## src/rtl/usb_tx_pkg.sv

```systemverilog
// Shared types and constants for the USB full-speed transmit encoder.
// Contents: FSM state enum, SYNC pattern, {dp,dm} line encodings,
// EOP length and the NRZI next-level helper.
package usb_tx_pkg;

    typedef enum logic [2:0] {
        ST_IDLE,
        ST_SYNC,
        ST_DATA,
        ST_STUFF,
        ST_EOP_SE0,
        ST_EOP_J
    } tx_state_t;

    localparam logic [7:0] SYNC_BYTE = 8'h80;

    // Line encodings as {dp, dm}
    localparam logic [1:0] LINE_J   = 2'b10;
    localparam logic [1:0] LINE_K   = 2'b01;
    localparam logic [1:0] LINE_SE0 = 2'b00;

    localparam int EOP_SE0_BITS = 2;

    // NRZI: a 0 toggles J/K, a 1 holds the current level.
    function automatic logic [1:0] nrzi_level(input logic [1:0] level, input logic bit_val);
        if (bit_val) begin
            return level;
        end
        return (level == LINE_J) ? LINE_K : LINE_J;
    endfunction

endpackage

```

## src/rtl/tx_flex_counter.sv

```systemverilog
// Loadable-rollover counter used as the bit timer and the bit-in-byte counter.
// Ports:
//   clk, n_rst      clock, synchronous active-high reset
//   clear           forces the count to 0 (priority over count_enable)
//   count_enable    advance by one; at rollover_val the next value is 1
//   rollover_val    terminal count
//   count_out       current count
//   rollover_flag   registered, high exactly while count_out == rollover_val
module tx_flex_counter #(
    parameter int NUM_CNT_BITS = 4
) (
    input  logic                    clk,
    input  logic                    n_rst,
    input  logic                    clear,
    input  logic                    count_enable,
    input  logic [NUM_CNT_BITS-1:0] rollover_val,
    output logic [NUM_CNT_BITS-1:0] count_out,
    output logic                    rollover_flag
);

    logic [NUM_CNT_BITS-1:0] next_count;

    always_comb begin
        next_count = count_out;
        if (clear) begin
            next_count = '0;
        end else if (count_enable) begin
            if (count_out == rollover_val) begin
                next_count = NUM_CNT_BITS'(1);
            end else begin
                next_count = count_out + NUM_CNT_BITS'(1);
            end
        end
    end

    always_ff @(posedge clk) begin
        if (n_rst) begin
            count_out     <= '0;
            rollover_flag <= 1'b0;
        end else begin
            count_out     <= next_count;
            rollover_flag <= (next_count == rollover_val);
        end
    end

endmodule

```

## src/rtl/usb_tx_encoder.sv

```systemverilog
// USB full-speed transmit line encoder: SYNC, LSB-first data with bit
// stuffing and NRZI, then EOP (two SE0 bit periods and one J period).
// Ports:
//   clk, n_rst            clock, synchronous active-high reset
//   tx_data/tx_last       byte to send and end-of-packet marker
//   tx_data_valid         byte available; in IDLE it also starts a packet
//   tx_data_ready         one-cycle pulse when the byte is consumed
//   dp_out, dm_out        line drive ({dp,dm}: J=10, K=01, SE0=00)
//   tx_busy/tx_done/tx_error  status and end-of-packet pulses
//   state_dbg, bit_cnt_dbg, bit_timer_dbg  internal state for observation
// Handshake: tx_data, tx_last and tx_data_valid are only looked at on the
// bit strobe that ends a byte; tx_data_ready is high on exactly that cycle
// when the byte is taken, and upstream may change the data on the next cycle.
module usb_tx_encoder
    import usb_tx_pkg::*;
#(
    parameter int CLKS_PER_BIT = 8,
    parameter int STUFF_LIMIT  = 6
) (
    input  logic       clk,
    input  logic       n_rst,
    input  logic [7:0] tx_data,
    input  logic       tx_data_valid,
    input  logic       tx_last,
    output logic       tx_data_ready,
    output logic       dp_out,
    output logic       dm_out,
    output logic       tx_busy,
    output logic       tx_done,
    output logic       tx_error,
    output tx_state_t  state_dbg,
    output logic [3:0] bit_cnt_dbg,
    output logic [$clog2(CLKS_PER_BIT+1)-1:0] bit_timer_dbg
);

    localparam int TIMER_BITS = $clog2(CLKS_PER_BIT + 1);

    tx_state_t   state_q, state_d;
    logic [7:0]  shreg_q, shreg_d;
    logic [2:0]  ones_q, ones_d, ones_inc;
    logic [1:0]  line_q, line_d;
    logic [1:0]  se0_cnt_q, se0_cnt_d;
    logic        last_q, last_d;
    logic        underrun_q, underrun_d;
    logic        stuff_eop_q, stuff_eop_d;

    logic        start, bit_strobe, byte_end, go_eop, nxt_bit, need_stuff;
    logic        timer_en, bitcnt_en, cnt_clear;

    tx_flex_counter #(.NUM_CNT_BITS(TIMER_BITS)) u_bit_timer (
        .clk          (clk),
        .n_rst        (n_rst),
        .clear        (cnt_clear),
        .count_enable (timer_en),
        .rollover_val (TIMER_BITS'(CLKS_PER_BIT)),
        .count_out    (bit_timer_dbg),
        .rollover_flag(bit_strobe)
    );

    // Counts 1..8 while bit k (0-based) of the byte is on the line, so its
    // flag marks the last bit. It holds during a stuffed bit.
    tx_flex_counter #(.NUM_CNT_BITS(4)) u_bit_cnt (
        .clk          (clk),
        .n_rst        (n_rst),
        .clear        (cnt_clear),
        .count_enable (bitcnt_en),
        .rollover_val (4'd8),
        .count_out    (bit_cnt_dbg),
        .rollover_flag(byte_end)
    );

    always_ff @(posedge clk) begin
        if (n_rst) begin
            state_q     <= ST_IDLE;
            shreg_q     <= '0;
            ones_q      <= '0;
            line_q      <= LINE_J;
            se0_cnt_q   <= '0;
            last_q      <= 1'b0;
            underrun_q  <= 1'b0;
            stuff_eop_q <= 1'b0;
        end else begin
            state_q     <= state_d;
            shreg_q     <= shreg_d;
            ones_q      <= ones_d;
            line_q      <= line_d;
            se0_cnt_q   <= se0_cnt_d;
            last_q      <= last_d;
            underrun_q  <= underrun_d;
            stuff_eop_q <= stuff_eop_d;
        end
    end

    always_comb begin
        state_d       = state_q;
        shreg_d       = shreg_q;
        ones_d        = ones_q;
        line_d        = line_q;
        se0_cnt_d     = se0_cnt_q;
        last_d        = last_q;
        underrun_d    = underrun_q;
        stuff_eop_d   = stuff_eop_q;
        tx_data_ready = 1'b0;
        tx_done       = 1'b0;
        tx_error      = 1'b0;
        go_eop        = 1'b0;
        nxt_bit       = shreg_q[1];
        start         = 1'b0;
        ones_inc      = shreg_q[0] ? (ones_q + 3'd1) : 3'd0;
        need_stuff    = (ones_inc == 3'(STUFF_LIMIT));

        case (state_q)
            ST_IDLE: begin
                line_d = LINE_J;
                if (tx_data_valid) begin
                    start       = 1'b1;
                    state_d     = ST_SYNC;
                    shreg_d     = SYNC_BYTE;
                    line_d      = nrzi_level(LINE_J, SYNC_BYTE[0]);
                    ones_d      = '0;
                    last_d      = 1'b0;
                    underrun_d  = 1'b0;
                    stuff_eop_d = 1'b0;
                end
            end
            ST_SYNC, ST_DATA: begin
                if (bit_strobe) begin
                    ones_d = ones_inc;
                    if (byte_end) begin
                        if (last_q) begin
                            go_eop = 1'b1;
                        end else if (tx_data_valid) begin
                            shreg_d       = tx_data;
                            last_d        = tx_last;
                            tx_data_ready = 1'b1;
                            nxt_bit       = tx_data[0];
                        end else begin
                            tx_error   = 1'b1;
                            underrun_d = 1'b1;
                            go_eop     = 1'b1;
                        end
                    end else begin
                        shreg_d = shreg_q >> 1;
                    end
                    // shreg_d[0] is now the bit that follows, so a stuffed
                    // period never needs to touch the shift register.
                    if (need_stuff) begin
                        state_d     = ST_STUFF;
                        stuff_eop_d = go_eop;
                        line_d      = nrzi_level(line_q, 1'b0);
                    end else if (go_eop) begin
                        state_d   = ST_EOP_SE0;
                        se0_cnt_d = '0;
                        line_d    = LINE_SE0;
                    end else begin
                        state_d = byte_end ? ST_DATA : state_q;
                        line_d  = nrzi_level(line_q, nxt_bit);
                    end
                end
            end
            ST_STUFF: begin
                if (bit_strobe) begin
                    ones_d = '0;
                    if (stuff_eop_q) begin
                        state_d   = ST_EOP_SE0;
                        se0_cnt_d = '0;
                        line_d    = LINE_SE0;
                    end else begin
                        state_d = ST_DATA;
                        line_d  = nrzi_level(line_q, shreg_q[0]);
                    end
                end
            end
            ST_EOP_SE0: begin
                if (bit_strobe) begin
                    if (se0_cnt_q == 2'(EOP_SE0_BITS - 1)) begin
                        state_d = ST_EOP_J;
                        line_d  = LINE_J;
                    end else begin
                        se0_cnt_d = se0_cnt_q + 2'd1;
                    end
                end
            end
            ST_EOP_J: begin
                if (bit_strobe) begin
                    state_d = ST_IDLE;
                    tx_done = !underrun_q;
                end
            end
            default: begin
                state_d = ST_IDLE;
                line_d  = LINE_J;
            end
        endcase
    end

    assign cnt_clear = (state_d == ST_IDLE);
    assign timer_en  = (state_q != ST_IDLE) || start;
    assign bitcnt_en = start || (bit_strobe && ((state_d == ST_SYNC) || (state_d == ST_DATA)));

    assign dp_out    = line_q[1];
    assign dm_out    = line_q[0];
    assign tx_busy   = (state_q != ST_IDLE);
    assign state_dbg = state_q;

endmodule

```

## config.mk

```make
export PLATFORM = sky130hd
export DESIGN_NAME = usb_tx_encoder
export DESIGN_NICKNAME = d
export VERILOG_FILES = /design/src/rtl/usb_tx_pkg.sv /design/src/rtl/tx_flex_counter.sv /design/src/rtl/usb_tx_encoder.sv
export SDC_FILE = /design/constraint.sdc
export NUM_CORES = 1
export LEC_CHECK = 0
export CORE_MARGIN = 2
export CORE_UTILIZATION = 53
export CTS_CLUSTER_DIAMETER = 30
export DETAILED_ROUTE_END_ITERATION = 8
export PLACE_DENSITY = 0.81
export SLEW_MARGIN = 20
export SYNTH_ARGS = -nofsm -noshare
export SYNTH_HDL_FRONTEND = slang
export SYNTH_SLANG_ARGS = --single-unit
```

## constraint.sdc

```tcl
create_clock -name clk -period 2.8 [get_ports clk]
set_input_delay 0.7 -clock clk [delete_from_list [all_inputs] [get_ports clk]]
set_output_delay 0.7 -clock clk [all_outputs]
set_load 0.02 [all_outputs]
```

### After elaboration in Yosys (flattened, before gate mapping)

Index checks and enable logic that the tools add are counted.

* flip-flop bits (word level): 31
* input bits: 12
* output and inout bits: 17
* word-level logic and storage cells: 160

* add/sub/neg operators: 4
* equal/unequal tests: 31
* multiplexer cells: 93
* bitwise logic cells: 1
* reductions and logical operators: 19

Operators by type and width (number)
* 1-bit 2-to-1 mux: 42
* 3-bit 2-to-1 mux: 14
* 8-bit 2-to-1 mux: 5
* 2-bit 2-to-1 mux: 18
* 4-bit 2-to-1 mux: 6
* 2-bit != test, second input constant: 9
* 4-bit equality test, second input constant: 4
* 8-bit case mux with 2 select lines: 1
* 3-bit case mux with 5 select lines: 1
* 4-bit AND reduction: 3
* 2-bit case mux with 5 select lines: 1
* 3-bit by 2-bit equality test with 1-bit output, second input constant: 3
* 3-bit equality test, second input constant: 3
* 3-bit case mux with 3 select lines: 1
* 3-bit nonzero test: 3
* 4-bit by 1-bit adder with 4-bit output, second input constant: 2
* 2-bit by 1-bit != test with 1-bit output, second input constant: 4
* 8-bit AND reduction: 1
* 7-bit AND reduction: 1
* 3-bit by 1-bit equality test with 1-bit output, second input constant: 2
* 3-bit zero test: 2
* 3-bit != test, second input constant: 2
* 1-bit case mux with 2 select lines: 3
* 2-bit case mux with 3 select lines: 1
* 14 further kinds: 16

### Logic depth before layout (Yosys ltp)

Gate-level depths: netlist of the first run.

* depth in word-level cells: 16
* gate-level depth with buffers: 9
* gate-level depth less buffers: 8

### By module

From an unflattened synthesis of the first run, not the netlist that was laid out.

* cells, all modules: 324
* area, all modules: 2538.7 um^2

Modules (own cells, without submodules)
* usb_tx_encoder: instances 1, cells an instance 170, area an instance 1400.1 um^2, seq. area each 420.4 um^2
* tx_flex_counter: instances 2, cells an instance 77, area an instance 569.3 um^2, seq. area each 100.1 um^2

### Least setup slack after synthesis of the first run

No wires, ideal clock.

* path type: in2reg
* start: input tx_data_valid
* end: register u_bit_cnt.rollover_flag
* library setup time: 79 ps
* arrival: 2539 ps
* data required time: 2721 ps
* setup slack: 182 ps
* cell stages on the path: 8
* path buffers: 1
* cell sequence: buf_2 nor4b_2 a311oi_1 o311a_2 xnor2_2 a31o_4 or3_1 a211oi_2

* longest elaborated chain between the ends: 16
* elaborated cells between the ends (all ways): 21
* those cells by class: eq/ne (3); mux (14); reduce/logical (4)

Ends and longest elaborated chain
* from (decl): RTL line usb_tx_encoder.sv:23 `input logic tx_data_valid,`
* 1-bit 2-to-1 mux: RTL line usb_tx_encoder.sv:132 `end else if (tx_data_valid) begin`
* 1-bit 2-to-1 mux: RTL line usb_tx_encoder.sv:130 `if (last_q) begin`
* 1-bit 2-to-1 mux: RTL line usb_tx_encoder.sv:129 `if (byte_end) begin`
* 1-bit 2-to-1 mux: RTL line usb_tx_encoder.sv:127 `if (bit_strobe) begin`
* 1-bit 2-to-1 mux: RTL line usb_tx_encoder.sv:112 `case (state_q)`
* 3-bit 2-to-1 mux: RTL line usb_tx_encoder.sv:151 `end else if (go_eop) begin`
* 3-bit 2-to-1 mux: RTL line usb_tx_encoder.sv:147 `if (need_stuff) begin`
* 3-bit 2-to-1 mux: RTL line usb_tx_encoder.sv:127
* 3-bit case mux with 5 select lines: RTL line usb_tx_encoder.sv:112
* 3-bit by 1-bit equality test with 1-bit output or 3-bit by 2-bit equality test with 1-bit output (tied branches): RTL line usb_tx_encoder.sv:199 `assign bitcnt_en = start || (bit_strobe && ((state_d == ST_SYNC) || (state_d == ST_DATA)));`
* 1-bit logical OR: RTL line usb_tx_encoder.sv:199
* 1-bit logical AND: RTL line usb_tx_encoder.sv:199
* 1-bit logical OR: RTL line usb_tx_encoder.sv:199
* 4-bit 2-to-1 mux: RTL line tx_flex_counter.sv:27 `end else if (count_enable) begin`
* 4-bit 2-to-1 mux (*): RTL line tx_flex_counter.sv:25 `if (clear) begin`
* 4-bit equality test (*): RTL line tx_flex_counter.sv:42 `rollover_flag <= (next_count == rollover_val);`
* to (signal assigned): RTL line tx_flex_counter.sv:42
* to (decl): RTL line tx_flex_counter.sv:18 `output logic rollover_flag`

Mark *: on every way between the ends. The rest lies on a longest branch, timed or not. The select of a mux whose other input is x is not followed.
A chain may end at the register's enable or synchronous reset.

### Worst setup path after layout of the first run

* start: input tx_data_valid
* end: output tx_error

* longest elaborated chain between the ends: 5

Ends and longest elaborated chain
* 1-bit 2-to-1 mux: RTL line usb_tx_encoder.sv:132
* 1-bit 2-to-1 mux: RTL line usb_tx_encoder.sv:130
* 1-bit 2-to-1 mux: RTL line usb_tx_encoder.sv:129
* 1-bit 2-to-1 mux: RTL line usb_tx_encoder.sv:127
* 1-bit 2-to-1 mux: RTL line usb_tx_encoder.sv:112
* to (decl): RTL line usb_tx_encoder.sv:30 `output logic tx_error,`

No other way between the ends.

==> results of run 1 <==
==> report_power, final <==
part | leakage (nW) | internal, W | switching (W)
logic | 0.595 | 0.0000935 | 0.000105
registers | 0.251 | 0.000453 | 0.0000125
clock network | 0.0282 | 0.0000969 | 0.000160
==> critical path, cell delays in order <==
cell             delay [ps]
clkdlybuf4s50_1         490
nor4_1                  300
buf_4                   160
dlygate4sd2_1           320
==> cells in the mapped netlist, types with 2 or more instances <==
master    number  share of area (%)
nor2_1        41                8.2
dfxtp_1       31                 33
a21oi_1       17                4.5
nor3_1        16                4.2
inv_1         12                2.4
mux2i_1       12                6.4
nand2_1       11                2.2
nand3_1        7                1.9
o21ai_0        7                1.9
clkbuf_1       6                1.2
ha_1           6                4.0
nand2b_1       5                1.7
a21o_1         4                1.6
and3_1         4                1.3
a211oi_1       3                1.2
buf_2          3               0.80
nand3b_1       3                1.2
or3_1          3                1.0
a211o_1        2               0.93
a211oi_2       2                1.3
a22oi_1        2               0.80
a311oi_1       2               0.93
a31oi_1        2               0.66
a32oi_1        2               0.93
buf_6          2                1.2
nand4b_1       2               0.93
nor4b_1        2               0.93
xor2_1         2               0.93
==> layer usage <==
layer	wire (um)	vias to the layer above
li1	-	941
met1	2046	831
met2	2021	59
met3	259	7
met4	59	0
met5	0	-
==> logic make-up after synthesis <==
kind of cell	synth area share [%]
fa+ha+maj	3.981
compound gates	20.50
xor+xnor	2.257
simple gates	28.20
mux	6.371
flops	32.91
buf+inv	5.772
==> per-stage QoR <==
stage | cell area (um^2) | power [W] | hold WS (ps) | utilization, %
after floorplan | 1886 | 0.0005915 | 435.6 | -
after global placement | 2302 | 0.0006674 | 445.5 | 67.92
after detailed placement | 2302 | 0.0006716 | 456.2 | 67.92
after CTS | 2354 | 0.0009261 | 471.1 | 69.44
after global routing | 2354 | 0.0009684 | 518.3 | 69.44
final | 2354 | 0.0009202 | 465.9 | 69.44
==> flip-flops by register name (all words and copies together) (netlist names) <==
| name | flops |
|---|---|
| shreg_q | 8 |
| u_bit_cnt.count_out | 4 |
| u_bit_timer.count_out | 4 |
| ones_q | 3 |
| state_dbg | 3 |
| line_q | 2 |
| se0_cnt_q | 2 |
| last_q | 1 |
| stuff_eop_q | 1 |
| u_bit_cnt.rollover_flag | 1 |
| u_bit_timer.rollover_flag | 1 |
| underrun_q | 1 |
==> worst min-delay path by stage <==
stage                      to  startpoint  cells past startpoint
finish              ones_q[1]   ones_q[1]                      2
global route        ones_q[1]   ones_q[1]                      2
CTS                 ones_q[1]   ones_q[1]                      2
detailed placement  ones_q[1]   ones_q[1]                      2
global placement    ones_q[1]   ones_q[1]                      2
floorplan           ones_q[1]   ones_q[1]                      2
==> cell type report <==
class / instances / area share (%)
timing repair buffer: 47 / 17.86
multi-input combinational: 183 / 49.12
inverter: 12 / 1.914
tap: 46 / 2.446
clock buffer: 6 / 1.754
clock inverter: 2 / 0.5316
sequential: 31 / 26.37
==> reports/results.ini, run 1 <==
[run_status]
status = finished, final reports clean

[synthesis]
synthArstFlopShare_pct = 0
synth_edf_count = 0
synth_ff_type = dfxtp_1
netlist_area_um2 = 1886
synthCells = 238
seq_area_frac_synth_pct = 32.91
synth-seq-cells = 31
synth.distinct_cells = 55
synth.avg_cell_area_um2 = 7.923
ys_warn_count = 0
synth_nets = 256

[place]
place_congestion = 0.9034
hpwl_um = 3239
dp.cells = 319
dpl_worst_slack_ps = -125.1
port_buffers = 28

[grt]
overflow = 0
met3_usage_pct = 4.107
grt_util_met2_pct = 40.79
grt_busiest_layer = met2
use_met1_pct = 30.31
grt_antenna_before_repair = 0
grt_pass1_vias = 1777
grt_pass1_wl_um = 7762
grt_usage_pct = 23.84
grt_start_max_net_pins = 23

[cells_and_area]
seq_area_um2 = 620.6
final_cell_mix = 41 x nor2_1, 31 x dfxtp_1, 26 x clkdlybuf4s50_1
fill_cells = 276
final_cell_count_no_fill = 327
drive_above_1_share_pct = 12.81
final_nets = 298
multi_input_area_um2 = 1156
synthToLayoutAreaGrowth_pct = 24.82
antenna_cells = 0
final_common_cell = nor2_1

[drt]
dr.pass1.iters = 4
drc = 0
routed_wl_um = 4387
num_vias = 1838
drtIter0Drc = 86
viasPerCell = 5.621
wl_per_cell_um = 13.42
postRouteAntennaNets = 0

[sta]
clock_skew_ps = 7.095
finalCritPeriodShare_pct = 95.24
finalCriticalPeriod_ps = 2667
relSlewSlack_pct = 31.20
setup_ws_ps = 133.4
fmax_mhz = 375.0
drv_slew = 0
rsz0062_at_grt = false
final.setup.tns_ps = 0
worst_pin_slew_ps = 1032
hold_violations = 0
setup_viol = 0

[die]
rows = 21
core_region_area_um2 = 3390
die_w_um = 63.65
initial_core_util_pct = 55.63
die_area_um2 = 4051
io_pins = 29
die_y_um = 63.65

[cts]
ctsHoldBuffers = 0
numCtsBuffers = 5
cts_buffer_depth = 2
clk_latency_ps = 320
path_clk_slew_ps = 100
root_buffer = clkbuf_4
cts.sinks = 31
cts_tree = yes
post_cts_buffers = 0
htreeDepth = 2
cts-resized-gates = 2

[setup_path]
cp-start-kind = input pin
crit_path_start = tx_data_valid
arrival_ps = 1970
rr_startpoint = ones_q[0]
r2r-end = u_bit_cnt.rollover_flag
reg2reg_slack_ps = 370
crit_type = input pin to primary output
reg2reg_depth = 8
required_ps = 2100
crit_path_end = tx_error
path_max_fanout = 6
end_kind = primary output

[power]
powerDensity_nw_per_um2 = 391.0
peakVddDrop_v = 0.0002649
p_leak_nw = 0.8742

[run]
maxCapViolations = 0

[worst_hold_path]
hold_class = register to register

(Power assumes the default switching activity.)
==> run 2: changes to the inputs <==
Settings changed: GPL_TIMING_DRIVEN from default to 0.
==> run 2 against run 1 <==
Critical path depth grew 1; core utilization shrank 1.9 points; via count shrank 1.1%; routed wire length grew 1.8%; first-iteration DRC count grew 17%; worst hold slack gained 9.8 ps; maximum frequency grew 0.57%; die area is the same; final area shrank 2.7%; register-to-register slack lost 110 ps; largest cell class unchanged.
==> reports/results.ini, run 2 (synthesis gave the netlist of run 1 again) <==
[run_status]
status = finished, final reports clean

[place]
hpwl_um = 3246
port_buffers = 27
place_congestion = 0.9003

[power]
powerDensity_nw_per_um2 = 392.2
peakVddDrop_v = 0.0003212
p_leak_nw = 0.8438

[cts]
path_clk_slew_ps = 100
cts.sinks = 31
cts_buffer_depth = 2
post_cts_buffers = 0
cts_tree = yes
htreeDepth = 2
numCtsBuffers = 5
ctsHoldBuffers = 0
clk_latency_ps = 330
root_buffer = clkbuf_4

[worst_hold_path]
hold_class = register to register

[grt]
grt_antenna_before_repair = 0
overflow = 0
grt_pass1_wl_um = 7900
grt_start_max_net_pins = 11
grt_pass1_vias = 1789
grt_usage_pct = 24.40

[cells_and_area]
regMostFlops = shreg_q
antenna_cells = 0
synthToLayoutAreaGrowth_pct = 21.43
reg_top3 = shreg_q: 8 flops, u_bit_cnt.count_out: 4 flops, u_bit_timer.count_out: 4 flops
largest_register_ffs = 8
final_common_cell = nor2_1
final_cell_mix = 41 x nor2_1, 30 x dfxtp_1, 24 x clkdlybuf4s50_1
seq_area_um2 = 621.8
fill_cells = 307
postLayoutCoreUtil_pct = 67.55
multi_input_area_um2 = 1180
final_nets = 290
drive_above_1_share_pct = 8.791

[sta]
finalCritPeriodShare_pct = 94.70
drv_slew = 0
relSlewSlack_pct = 61.33
final.setup.tns_ps = 0
clock_skew_ps = 8.180
worst_pin_slew_ps = 577.6
finalCriticalPeriod_ps = 2652
fmax_mhz = 377.1
rsz0062_at_grt = false
setup_viol = 0
hold_violations = 0

[drt]
drtIter0Drc = 101
viasPerCell = 5.699
drc = 0
postRouteAntennaNets = 0
wl_per_cell_um = 14.00
routed_wl_um = 4466
dr.pass1.iters = 4
num_vias = 1818

[die]
core_region_area_um2 = 3390
initial_core_util_pct = 55.63
die_y_um = 63.65
die_w_um = 63.65
die_area_um2 = 4051
rows = 21
io_pins = 29

[run]
maxCapViolations = 0

[setup_path]
arrival_ps = 1950
end_kind = primary output
crit_type = register to primary output
required_ps = 2100
cp-start-kind = register
path_max_fanout = 10

## run 2: cell count changes in the layout (fill, tap and decap cells not counted), sizes merged
cell and change:
buf -13, clkbuf +7, clkdlybuf4s50 -2, clkinvlp -1, dlygate4sd1 +1, dlygate4sd2 -1
dlymetal6s2s +1
## run 2: per-stage QoR
stage                     hold slack, ps  cells  power [W]  cell area, um^2  setup slack, ps
final                              475.7    319  0.0008980             2290            148.5
after global routing               507.0    319  0.0009484             2290            31.29
after CTS                          474.5    319  0.0009009             2268            59.28
after detailed placement           459.1    311  0.0006556             2213           -212.9
after global placement             445.6    311  0.0006538             2213           -176.8
after floorplan                    435.6    238  0.0005915             1886            181.8
## run 2: layer usage
layer  vias up  GRT usage (%)  routed length, um
met4         0          9.511                 58
met3         7          4.821                208
met5         -              0                  0
li1        921              -                  -
met1       843          30.64               2044
met2        47          40.92               2155
## run 2: power by group
group          leakage [nW]  internal, W  switching, W
registers             0.252     0.000453     0.0000144
logic                 0.563    0.0000810      0.000102
clock network        0.0293    0.0000978      0.000150
## run 2: path summary, 6_finish.rpt
check / from / end / slack (ps) / depth (start not counted)
worst max-delay path: state_dbg[2] / tx_error / 150 / 5
worst min-delay path: ones_q[1] / ones_q[1] / 480 / 2
worst max register to register: ones_q[0] / u_bit_cnt.rollover_flag / 260 / 8
worst min register to register: ones_q[1] / ones_q[1] / 480 / 2
## run 2: final cells by class
type                       count  share of cell area [%]
clock inverter                 1                  0.2186
sequential                    31                   27.16
tap                           46                   2.514
inverter                      12                   1.967
buffer                        12                   2.842
timing repair buffer          27                   11.80
multi-input combinational    183                   51.53
clock buffer                   7                   1.967
## run 2: repair_timing
action	CTS	global route
setup endpoints to repair	2	3
cloned	0	0
resized for setup	4	6
## run 2: worst max-delay path, cell delays in order, from the launching register on
cell	delay [ps]
dfxtp_1	370
buf_2	190
nand2b_1	200
or2_2	340
nor4_4	180
dlygate4sd1_1	350
==> run 3: changes to the inputs <==
Settings changed: CORE_UTILIZATION 53 to 56, CTS_BUF_LIST from default to sky130_fd_sc_hd__clkbuf_8, PLACE_DENSITY 0.81 to 0.84.
==> run 3 against run 2 <==
Clock skew fell by 4.3 ps; combinational power barely moved; sequential power barely moved; sequential cell count did not move; maximum frequency fell by 0.84%.
==> reports/results.ini, run 3 (synthesis gave the netlist of run 1 again) <==
[setup_path]
cp-start-kind = register
cpPeakStageDelay_ps = 630
end_kind = primary output
path_cells = clkbuf_2, and2_1, nor3b_1, clkdlybuf4s50_1
crit_type = register to primary output
critPathTopFamily = buffers and inverters
arrival_ps = 1970
cp_num_buf_inv = 2
required_ps = 2100
path_max_fanout = 10
cp_slowest_cell = clkdlybuf4s50_1

[sta]
worst_pin_slew_ps = 564.5
holdWs_ps = 460.7
setup_ws_ps = 125.9
rsz0062_at_grt = false
clock_skew_ps = 3.880
finalCritPeriodShare_pct = 95.50
relSlewSlack_pct = 62.21
fmax_mhz = 374.0
hold_violations = 0
setup_viol = 0
drv_slew = 0
finalCriticalPeriod_ps = 2674

[drt]
postRouteAntennaNets = 0
drc = 0
dr.pass1.iters = 4
num_vias = 1812
drtIter0Drc = 130
wl_per_cell_um = 13.20
viasPerCell = 5.680
routed_wl_um = 4212

[cts]
path_clk_slew_ps = 60
cts.sinks = 31
cts_tree = yes
clk_latency_ps = 280
root_buffer = clkbuf_8
cts_buffer_depth = 2
numCtsBuffers = 5
ctsHoldBuffers = 0
htreeDepth = 2
post_cts_buffers = 0

[grt]
grt_antenna_before_repair = 0
grt_pass1_wl_um = 6768
grt_start_max_net_pins = 11
grt_usage_pct = 24.30
overflow = 0
grt_pass1_vias = 1528

[cells_and_area]
antenna_cells = 0
drive_above_1_share_pct = 9.158
regMostFlops = shreg_q
final_common_cell = nor2_1
reg_top3 = shreg_q: 8 flops, u_bit_cnt.count_out: 4 flops, u_bit_timer.count_out: 4 flops
synthToLayoutAreaGrowth_pct = 23.69
final_cell_mix = 41 x nor2_1, 30 x dfxtp_1, 25 x clkdlybuf4s50_1
final_nets = 290
largest_register_ffs = 8
postLayoutCoreUtil_pct = 71.01

[die]
initial_core_util_pct = 57.41
core_region_area_um2 = 3284
rows = 21
io_pins = 29
die_w_um = 62.03
die_y_um = 62.03
die_area_um2 = 3847

[worst_hold_path]
hold_class = register to register

[power]
p_leak_nw = 0.8640
powerDensity_nw_per_um2 = 443.6
peakVddDrop_v = 0.0002591

[place]
place_congestion = 0.8750
hpwl_um = 3089
port_buffers = 27
dpl_worst_slack_ps = -184.3

[run]
maxCapViolations = 0

[run_status]
status = finished, final reports clean

-- run 3: worst reg2reg max path: stages (launching register included) --
cell      delay, ps
dfxtp_1         370
ha_1            220
xor2_1          250
nand2_1         160
o311a_2         460
xnor2_2         180
a31o_4          290
or3_1           320
a211oi_2        170
-- run 3: path summary, 6_finish.rpt --
kind	from	endpoint	slack [ps]	cells past startpoint
worst max register to register	ones_q[0]	u_bit_cnt.rollover_flag	300	8
worst min-delay path	ones_q[1]	ones_q[1]	460	2
worst max-delay path	u_bit_timer.rollover_flag	tx_done	130	4
worst min register to register	ones_q[1]	ones_q[1]	460	2
-- run 3: per-layer routing --
layer | part of all wire (%) | GRT usage (%) | vias to the layer above
met5 | 0 | 0 | -
met4 | 2.2 | 9.119 | 0
met3 | 6.0 | 7.867 | 10
met2 | 44 | 36.90 | 52
met1 | 48 | 32.11 | 822
li1 | - | - | 928
-- run 3: final cells by class --
class                           instances  area [um^2]
Multi-Input combinational cell        183         1171
Fill cell                             272        952.2
Sequential cell                        31        621.8
Timing Repair Buffer                   27        271.5
Clock buffer                            7        96.34
Buffer                                 12        65.06
Tap cell                               46        57.56
Inverter                               12        45.04
Clock inverter                          1        3.754
-- run 3: repair_timing --
| action | CTS | global route |
|---|---|---|
| endpoints found under the setup margin | 2 | 4 |
| endpoints found under the hold margin | 0 | 0 |
| gates cloned | 0 | 0 |
| resized for setup | 2 | 4 |
-- run 3: metrics by stage --
| stage | total power (W) | TNS, ps | cells | cell area, um^2 |
|---|---|---|---|---|
| 5_1_grt | 0.001079 | 0 | 319 | 2332 |
| 3_3_place_gp | 0.0006522 | -336.1 | 311 | 2213 |
| 6_report | 0.001034 | 0 | 319 | 2332 |
| 3_5_place_dp | 0.0006555 | -304.1 | 311 | 2213 |
| 2_1_floorplan | 0.0005915 | 0 | 238 | 1886 |
| 4_1_cts | 0.001039 | 0 | 319 | 2313 |
-- run 3: power by group --
part,switching (W),internal [W]
sequential,0.0000141,0.000453
clock,0.000165,0.000220
combinational,0.000101,0.0000808
